$ cat config.mk
export PLATFORM = sky130hd
export DESIGN_NAME = instr_fetch_queue_flat
export DESIGN_NICKNAME = d
export VERILOG_FILES = /design/src/rtl/instr_fetch_queue_if.sv /design/src/rtl/instr_fetch_queue.sv /design/src/flat_wrapper.sv
export SDC_FILE = /design/constraint.sdc
export NUM_CORES = 1
export LEC_CHECK = 0
export CAP_MARGIN = 15
export CORE_ASPECT_RATIO = 1.25
export CORE_MARGIN = 5
export CORE_UTILIZATION = 57
export CTS_BUF_LIST = sky130_fd_sc_hd__clkbuf_16
export DETAILED_ROUTE_END_ITERATION = 8
export DONT_BUFFER_PORTS = 1
export HOLD_SLACK_MARGIN = 0.1
export PLACE_DENSITY_LB_ADDON = 0.25
export SLEW_MARGIN = 20
export SYNTH_ARGS = -nofsm -noshare
export SYNTH_HDL_FRONTEND = slang
export SYNTH_SLANG_ARGS = --single-unit
$ cat constraint.sdc
create_clock -name clk_i -period 4.2 [get_ports clk_i]
set_input_delay 0.42 -clock clk_i [delete_from_list [all_inputs] [get_ports clk_i]]
set_output_delay 0.42 -clock clk_i [all_outputs]
set_load 0.005 [all_outputs]
$ cat src/rtl/instr_fetch_queue_if.sv
// Fetch-queue bundle: instruction-memory request/response plus the decode-side
// instruction handoff, redirect and stall controls.
interface instr_fetch_queue_if;
  logic        imem_req;
  logic [31:0] imem_addr;
  logic        imem_valid;
  logic [31:0] imem_rdata;
  logic        pc_src;
  logic [31:0] pc_target;
  logic        stall_d;
  logic        instr_valid_d;
  logic [31:0] instr_d;
  logic [31:0] pc_d;
  logic [31:0] pc_plus4_d;

  // The fetch queue drives the memory request and the decode handoff.
  modport master (
    output imem_req, imem_addr, instr_valid_d, instr_d, pc_d, pc_plus4_d,
    input  imem_valid, imem_rdata, pc_src, pc_target, stall_d
  );

  modport slave (
    input  imem_req, imem_addr, instr_valid_d, instr_d, pc_d, pc_plus4_d,
    output imem_valid, imem_rdata, pc_src, pc_target, stall_d
  );
endinterface

$ cat src/rtl/instr_fetch_queue.sv
// Fetch-side PC generator with one outstanding instruction-memory read and a
// small FIFO that hides memory latency and decode stalls from the pipeline.
module instr_fetch_queue #(
  parameter int unsigned DEPTH    = 4,
  parameter logic [31:0] RESET_PC = 32'h0000_0000,
  parameter logic [31:0] NOP      = 32'h0000_0013
) (
  input  logic                clk_i,
  input  logic                rst_ni,
  instr_fetch_queue_if.master fq_io
);

  localparam int unsigned PTR_W = $clog2(DEPTH);
  localparam int unsigned CNT_W = PTR_W + 1;

  // IDLE: nothing in flight; BUSY: response will be kept; DROP: response is stale.
  typedef enum logic [1:0] {
    FETCH_IDLE,
    FETCH_BUSY,
    FETCH_DROP
  } fetch_state_e;

  fetch_state_e     state_q,   state_d;
  logic [31:0]      pcf_q,     pcf_d;
  logic [31:0]      req_pc_q,  req_pc_d;
  logic [PTR_W-1:0] wr_ptr_q,  wr_ptr_d;
  logic [PTR_W-1:0] rd_ptr_q,  rd_ptr_d;
  logic [CNT_W-1:0] count_q,   count_d;

  logic [31:0] instr_mem [DEPTH];
  logic [31:0] pc_mem    [DEPTH];

  logic             head_valid;
  logic             pop;
  logic             resp;
  logic             push;
  logic             req;
  logic [CNT_W-1:0] occ_after;

  assign head_valid = (count_q != '0);

  // NOTE: every variable gets a default at the top of the block, so no path
  // leaves one unassigned and no latch is inferred.
  always_comb begin
    state_d   = state_q;
    pcf_d     = pcf_q;
    req_pc_d  = req_pc_q;
    wr_ptr_d  = wr_ptr_q;
    rd_ptr_d  = rd_ptr_q;
    count_d   = count_q;
    pop       = head_valid && !fq_io.stall_d;
    resp      = fq_io.imem_valid && (state_q != FETCH_IDLE);
    push      = resp && (state_q == FETCH_BUSY) && !fq_io.pc_src;
    occ_after = count_q - CNT_W'(pop) + CNT_W'(push);
    // Issuing only below DEPTH keeps a slot free for the response in flight.
    req       = rst_ni && !fq_io.pc_src &&
                ((state_q == FETCH_IDLE) || fq_io.imem_valid) &&
                (occ_after < CNT_W'(DEPTH));

    if (fq_io.pc_src) begin
      pcf_d    = fq_io.pc_target;
      wr_ptr_d = '0;
      rd_ptr_d = '0;
      count_d  = '0;
      state_d  = ((state_q != FETCH_IDLE) && !fq_io.imem_valid) ? FETCH_DROP
                                                                : FETCH_IDLE;
    end else begin
      if (push) wr_ptr_d = wr_ptr_q + PTR_W'(1);
      if (pop)  rd_ptr_d = rd_ptr_q + PTR_W'(1);
      count_d = occ_after;
      if (req) begin
        pcf_d    = pcf_q + 32'd4;
        req_pc_d = pcf_q;
        state_d  = FETCH_BUSY;
      end else if (resp) begin
        state_d  = FETCH_IDLE;
      end
    end
  end

  // NOTE: sequential state uses non-blocking assignments so every register
  // samples pre-edge values regardless of statement order.
  always_ff @(posedge clk_i or negedge rst_ni) begin
    if (!rst_ni) begin
      state_q  <= FETCH_IDLE;
      pcf_q    <= RESET_PC;
      req_pc_q <= '0;
      wr_ptr_q <= '0;
      rd_ptr_q <= '0;
      count_q  <= '0;
    end else begin
      state_q  <= state_d;
      pcf_q    <= pcf_d;
      req_pc_q <= req_pc_d;
      wr_ptr_q <= wr_ptr_d;
      rd_ptr_q <= rd_ptr_d;
      count_q  <= count_d;
    end
  end

  // NOTE: FIFO storage is not reset; count_q gates every read, so stale
  // contents are never observed.
  always_ff @(posedge clk_i) begin
    if (push) begin
      instr_mem[wr_ptr_q] <= fq_io.imem_rdata;
      pc_mem[wr_ptr_q]    <= req_pc_q;
    end
  end

  assign fq_io.imem_req      = req;
  assign fq_io.imem_addr     = pcf_q;
  assign fq_io.instr_valid_d = head_valid;
  assign fq_io.instr_d       = head_valid ? instr_mem[rd_ptr_q] : NOP;
  assign fq_io.pc_d          = head_valid ? pc_mem[rd_ptr_q] : 32'd0;
  assign fq_io.pc_plus4_d    = head_valid ? pc_mem[rd_ptr_q] + 32'd4 : 32'd0;

endmodule

$ cat src/flat_wrapper.sv
// flat-port wrapper written by rule: the top's interface ports become plain ports
module instr_fetch_queue_flat 
#(
  parameter int unsigned DEPTH    = 4,
  parameter logic [31:0] RESET_PC = 32'h0000_0000,
  parameter logic [31:0] NOP      = 32'h0000_0013
)
  (clk_i, rst_ni, fq_io_imem_req, fq_io_imem_addr, fq_io_instr_valid_d, fq_io_instr_d, fq_io_pc_d, fq_io_pc_plus4_d, fq_io_imem_valid, fq_io_imem_rdata, fq_io_pc_src, fq_io_pc_target, fq_io_stall_d);
  instr_fetch_queue_if fq_io_i ();
  input  logic clk_i;
  input  logic rst_ni;
  output wire logic [$bits(fq_io_i.imem_req)-1:0] fq_io_imem_req;
  output wire logic [$bits(fq_io_i.imem_addr)-1:0] fq_io_imem_addr;
  output wire logic [$bits(fq_io_i.instr_valid_d)-1:0] fq_io_instr_valid_d;
  output wire logic [$bits(fq_io_i.instr_d)-1:0] fq_io_instr_d;
  output wire logic [$bits(fq_io_i.pc_d)-1:0] fq_io_pc_d;
  output wire logic [$bits(fq_io_i.pc_plus4_d)-1:0] fq_io_pc_plus4_d;
  input wire logic [$bits(fq_io_i.imem_valid)-1:0] fq_io_imem_valid;
  input wire logic [$bits(fq_io_i.imem_rdata)-1:0] fq_io_imem_rdata;
  input wire logic [$bits(fq_io_i.pc_src)-1:0] fq_io_pc_src;
  input wire logic [$bits(fq_io_i.pc_target)-1:0] fq_io_pc_target;
  input wire logic [$bits(fq_io_i.stall_d)-1:0] fq_io_stall_d;
  assign fq_io_imem_req = fq_io_i.imem_req;
  assign fq_io_imem_addr = fq_io_i.imem_addr;
  assign fq_io_instr_valid_d = fq_io_i.instr_valid_d;
  assign fq_io_instr_d = fq_io_i.instr_d;
  assign fq_io_pc_d = fq_io_i.pc_d;
  assign fq_io_pc_plus4_d = fq_io_i.pc_plus4_d;
  assign fq_io_i.imem_valid = fq_io_imem_valid;
  assign fq_io_i.imem_rdata = fq_io_imem_rdata;
  assign fq_io_i.pc_src = fq_io_pc_src;
  assign fq_io_i.pc_target = fq_io_pc_target;
  assign fq_io_i.stall_d = fq_io_stall_d;
  instr_fetch_queue #(.DEPTH(DEPTH), .RESET_PC(RESET_PC), .NOP(NOP)) u_core (.clk_i(clk_i), .rst_ni(rst_ni), .fq_io(fq_io_i));
endmodule
==> results.md <==
Timing:
- The largest clock skew in the final design is 0.0190 ns.
- Setup violations remaining at the end of the flow were counted as 0.
- The max-slew violation count was 0.
- The worst hold margin is 0.130 ns.
- Setup repair after global routing left no endpoint under its margin.
- In the final timing run, aggregate negative setup slack is 0 ns.
- Measured against its own limit, the worst slew margin works out to 33.0%.
- The share of the clock period used by the worst path is 94.7%.
- The final count of hold timing violations is 0.
- Timing would allow up to 251 MHz.
- At the pin with the least slew margin, the transition time is 1.00 ns.
- The post-layout minimum cycle time is 3.98 ns.

Run:
- The count of max-cap constraint violations is 0.

Clock network:
- Clock latency on the worst-skew pair, taken at its later pin, is 0.55 ns.
- TritonCTS built the clock tree.
- The clock net sink count is 329.
- The level count of the clock H-tree is 1.
- The clock passes through at most 3 buffers.
- The clock-pin transition on the worst setup and hold timing paths is 0.06 ns.
- CTS placed an instance of sky130_fd_sc_hd__clkbuf_16 at the clock tree root.
- TritonCTS created 31 clock buffers.

Global route:
- The global-route wire length before repair is 46.1 mm.
- Summed over all layers, the global routing overflow is 0.
- The number of global-route vias before repair is 8355.
- For this run, the total global-route usage over all layers was measured as 21.2%.
- Entering global routing, the biggest net connects 74 pins.
- The number of antenna violations at the first check in global routing was 0.

Yosys:
- The sequential cell area fraction in the yosys report is 67.9%.
- Yosys mapped the design onto 53 distinct sky130hd cell types.
- The area share of and/or/nand/nor cells after synthesis is 12.7%.
- A synthesized cell averages 15.0 sq um.
- In the synthesized netlist the dominant register cell turns out to be sky130_fd_sc_hd__edfxtp_1.
- The synthesized-area fraction occupied by ao, oa, aoi and oai cells is 4.10%.
- The share of synthesized registers carrying an async set or reset is 22.2%.
- The number of enable flip-flop cells after synthesis is 256.
- The adder and majority cell fraction of the synthesized area is 0.857%.
- The main combinational cell family by area after synthesis is simple AND/OR/NAND/NOR gates.
- The combined area of all synthesized cells is 0.0140 sq mm.
- The synthesized design contains 329 register bits.
- In the synthesized netlist, mux cells make up 11.4% of the area.
- The synthesized instance count is 936.
- After Yosys synthesis, XOR and XNOR cells account for 0.973% of the synthesized area.
- Yosys printed 0 warnings.
- When the netlist entered floorplanning its net count stood at 1014.

Power and ir drop:
- The fraction of power spent switching nets is 31.3%.
- In this run the power density over the cells is 568 mW/mm^2.
- The internal power component is 0.00619 W.
- The leakage power total is 5.53 nW.
- Of the total power, the clock network draws 27.0%.
- Combinational cells account for 24.6% of the total power.
- The fraction of power consumed by sequential logic is 48.4%.
- IR analysis of the VDD net gives a maximum drop of 0.409 mV.
- For this design the total switching power over the nets is 0.00283 W.

Min path:
- The startpoint of the most critical hold path is fq_io_pc_src.
- The min-delay analysis places its worst path in the category in -> reg.

Worst setup path:
- The beginning of the critical path is u_core.count_q[2].
- The maximum fanout along the worst path is 11.
- The path type of the worst setup path is reg -> out.
- The nature of the critical path startpoint is a flip-flop.
- The sort of element at the end of the critical path is a primary output.
- The signal on the critical path passes through nor3_2 > nor2_1 > ha_1 > inv_1 > ha_1 > fa_1 > xnor3_1 > or4b_2 > inv_2 > buf_4.
- The worst path required time is 3.78 ns.
- The startpoint identified for the worst register-to-register timing path is u_core.count_q[2].
- Data arrives at the worst endpoint at 3.56 ns.
- The largest stage delay on the critical path is 0.67 ns.
- The critical-path cell with the highest stage delay is sky130_fd_sc_hd__or4b_2.
- The cell repeated most along the worst path is sky130_fd_sc_hd__ha_1.

Detailed routing:
- The routed wire length per instance is 21.5 um.
- Signal routing reaches up to met4.
- The antenna violation net count after detailed routing is 0.
- The met1 wire length is 12.4 mm.
- Across all layers, the routed design uses 8080 vias.
- After detailed routing, the met2 layer carries 13.8 mm of wire.
- The number of optimization iterations in the first detailed-route pass is 5.
- The initial detailed-routing violation count is 607.
- In the routed design, unresolved DRC markers number 0.
- After detailed routing, the total wire length is 29.1 mm.
- Summed over all nets, wire length on met3 after detailed routing comes to 2.55 mm.
- The average via count per standard cell is 5.97.

Layout:
- At the end of the flow, the number of nets in the layout was 1078.
- Compared with the post-synthesis result, the final layout area differs by 13.4%.
- Cells with a size suffix above 1 make up 13.4% of the layout.
- The number of inserted diodes is 0.

Status:
- The flow ran to the end, and the final reports show no timing, DRC or antenna violations.

Die:
- The die outline area is 0.0278 sq mm.
- The vertical die dimension is 185 um.
- The count of standard-cell rows is 64.
- The starting density of the core is 57.6%.
- The die is 150 um wide.
- 199 I/O pins were placed.
- The total core area is 0.0243 sq mm.

Place:
- The count of buffers inserted at the top-level ports is 0.
- The post-detailed-placement half-perimeter wirelength is 18.0 mm.
- Routability-driven placement finished with a final weighted congestion of 0.812.
[layer usage]
| metal | vias up | track usage, % |
|---|---|---|
| met5 | - | 0 |
| met4 | 0 | 4.98 |
| met3 | 37 | 4.65 |
| met2 | 337 | 34.1 |
| met1 | 4029 | 30.3 |
| li1 | 3677 | - |
[final timing paths]
kind | endpoint | slack [ns] | cells after the start
min in group asynchronous | u_core.fq_io.imem_addr[9] | 0.40 | 2
setup reg to reg | u_core.fq_io.imem_addr[6] | 0.39 | 12
setup / recovery | fq_io_imem_req | 0.22 | 10
hold / removal | u_core.fq_io.imem_addr[23] | 0.13 | 3
hold reg to reg | u_core.pc_mem[0][19] | 0.52 | 0
max in group asynchronous | u_core.rd_ptr_q[0] | 3.44 | 2
[area by class of cell]
type,instances,area (sq um)
inverter,15,56.3
timing repair buffer,79,791
sequential,329,9520
clock buffer,31,776
fill,1733,8450
clock inverter,25,106
multi-input combinational,544,4230
tap,330,413
[cell usage after synthesis (all sizes together) (13+ instances only)]
| master | number | area [sq um] |
|---|---|---|
| clkbuf | 30 | 113 |
| nor2 | 42 | 158 |
| nand2 | 144 | 543 |
| mux4 | 64 | 1460 |
| o21ai | 38 | 190 |
| nand4 | 15 | 115 |
| inv | 15 | 56.3 |
| edfxtp | 256 | 7690 |
| a21oi | 13 | 65.1 |
| o311ai | 14 | 123 |
| buf | 18 | 118 |
| and2 | 69 | 432 |
| nand3 | 23 | 120 |
| nor3 | 13 | 65.1 |
| dfrtp | 73 | 1830 |
[critical path: cells and delay by family (launching register included)]
family | cells | cell delay (ns)
DFF | 1 | 0.40
adders and majority gates | 3 | 0.86
xor gates and xnor gates | 1 | 0.37
buffers and inverters | 3 | 0.40
and+or+nand+nor | 3 | 0.99
[per-stage QoR]
stage                     util (%)  worst slack [ns]  instance area, sq um  cells  power (W)
final                         65.3             0.222                 15900   1353    0.00902
after global routing          65.3            0.0438                 15900   1353    0.00954
after CTS                     65.3            0.0964                 15900   1353    0.00911
after detailed placement      58.8             0.442                 14300   1229    0.00659
after global placement        58.7             0.525                 14300   1229    0.00653
after floorplan                  -             0.240                 14000    936    0.00598
[cell usage in the layout (no fill, tap or decap), drive strengths merged, types with 25 or more instances in the layout]
master	count
edfxtp	256
dfrtp	73
mux4	64
inv	25
clkbuf	31
nor2	42
dlygate4sd3	66
o21ai	38
nand2	144
and2	69
[state kept, by name, summed over array words and instances, names as in the netlist]
name and count:
u_core.instr_mem 128, u_core.pc_mem 128, u_core.fq_io.imem_addr 32, u_core.req_pc_q 32
u_core.count_q 3, u_core.rd_ptr_q 2, u_core.state_q 2, u_core.wr_ptr_q 2
[power by group through the flow]
stage	sequential [W]	combinational [W]	clock (W)
global route	0.00442	0.00249	0.00263
detailed placement	0.00443	0.00216	0
CTS	0.00436	0.00225	0.00250
floorplan	0.00423	0.00175	0
global placement	0.00441	0.00212	0
finish	0.00436	0.00222	0.00244
[cell families after synthesis]
kind of cell | after synthesis
mux | 76
xor+xnor | 14
flops | 329
compound gates | 89
buf+inv | 63
fa+ha+maj | 9
simple gates | 356
[repair_timing]
action | 4_1_cts | 5_1_grt
setup buffers | 0 | 0
endpoints found under the hold margin | 242 | 0
setup endpoints to repair | 0 | 1
resized for setup | 0 | 1
hold buffers | 68 | 0
Note: power is estimated with default switching activity, not from simulation.
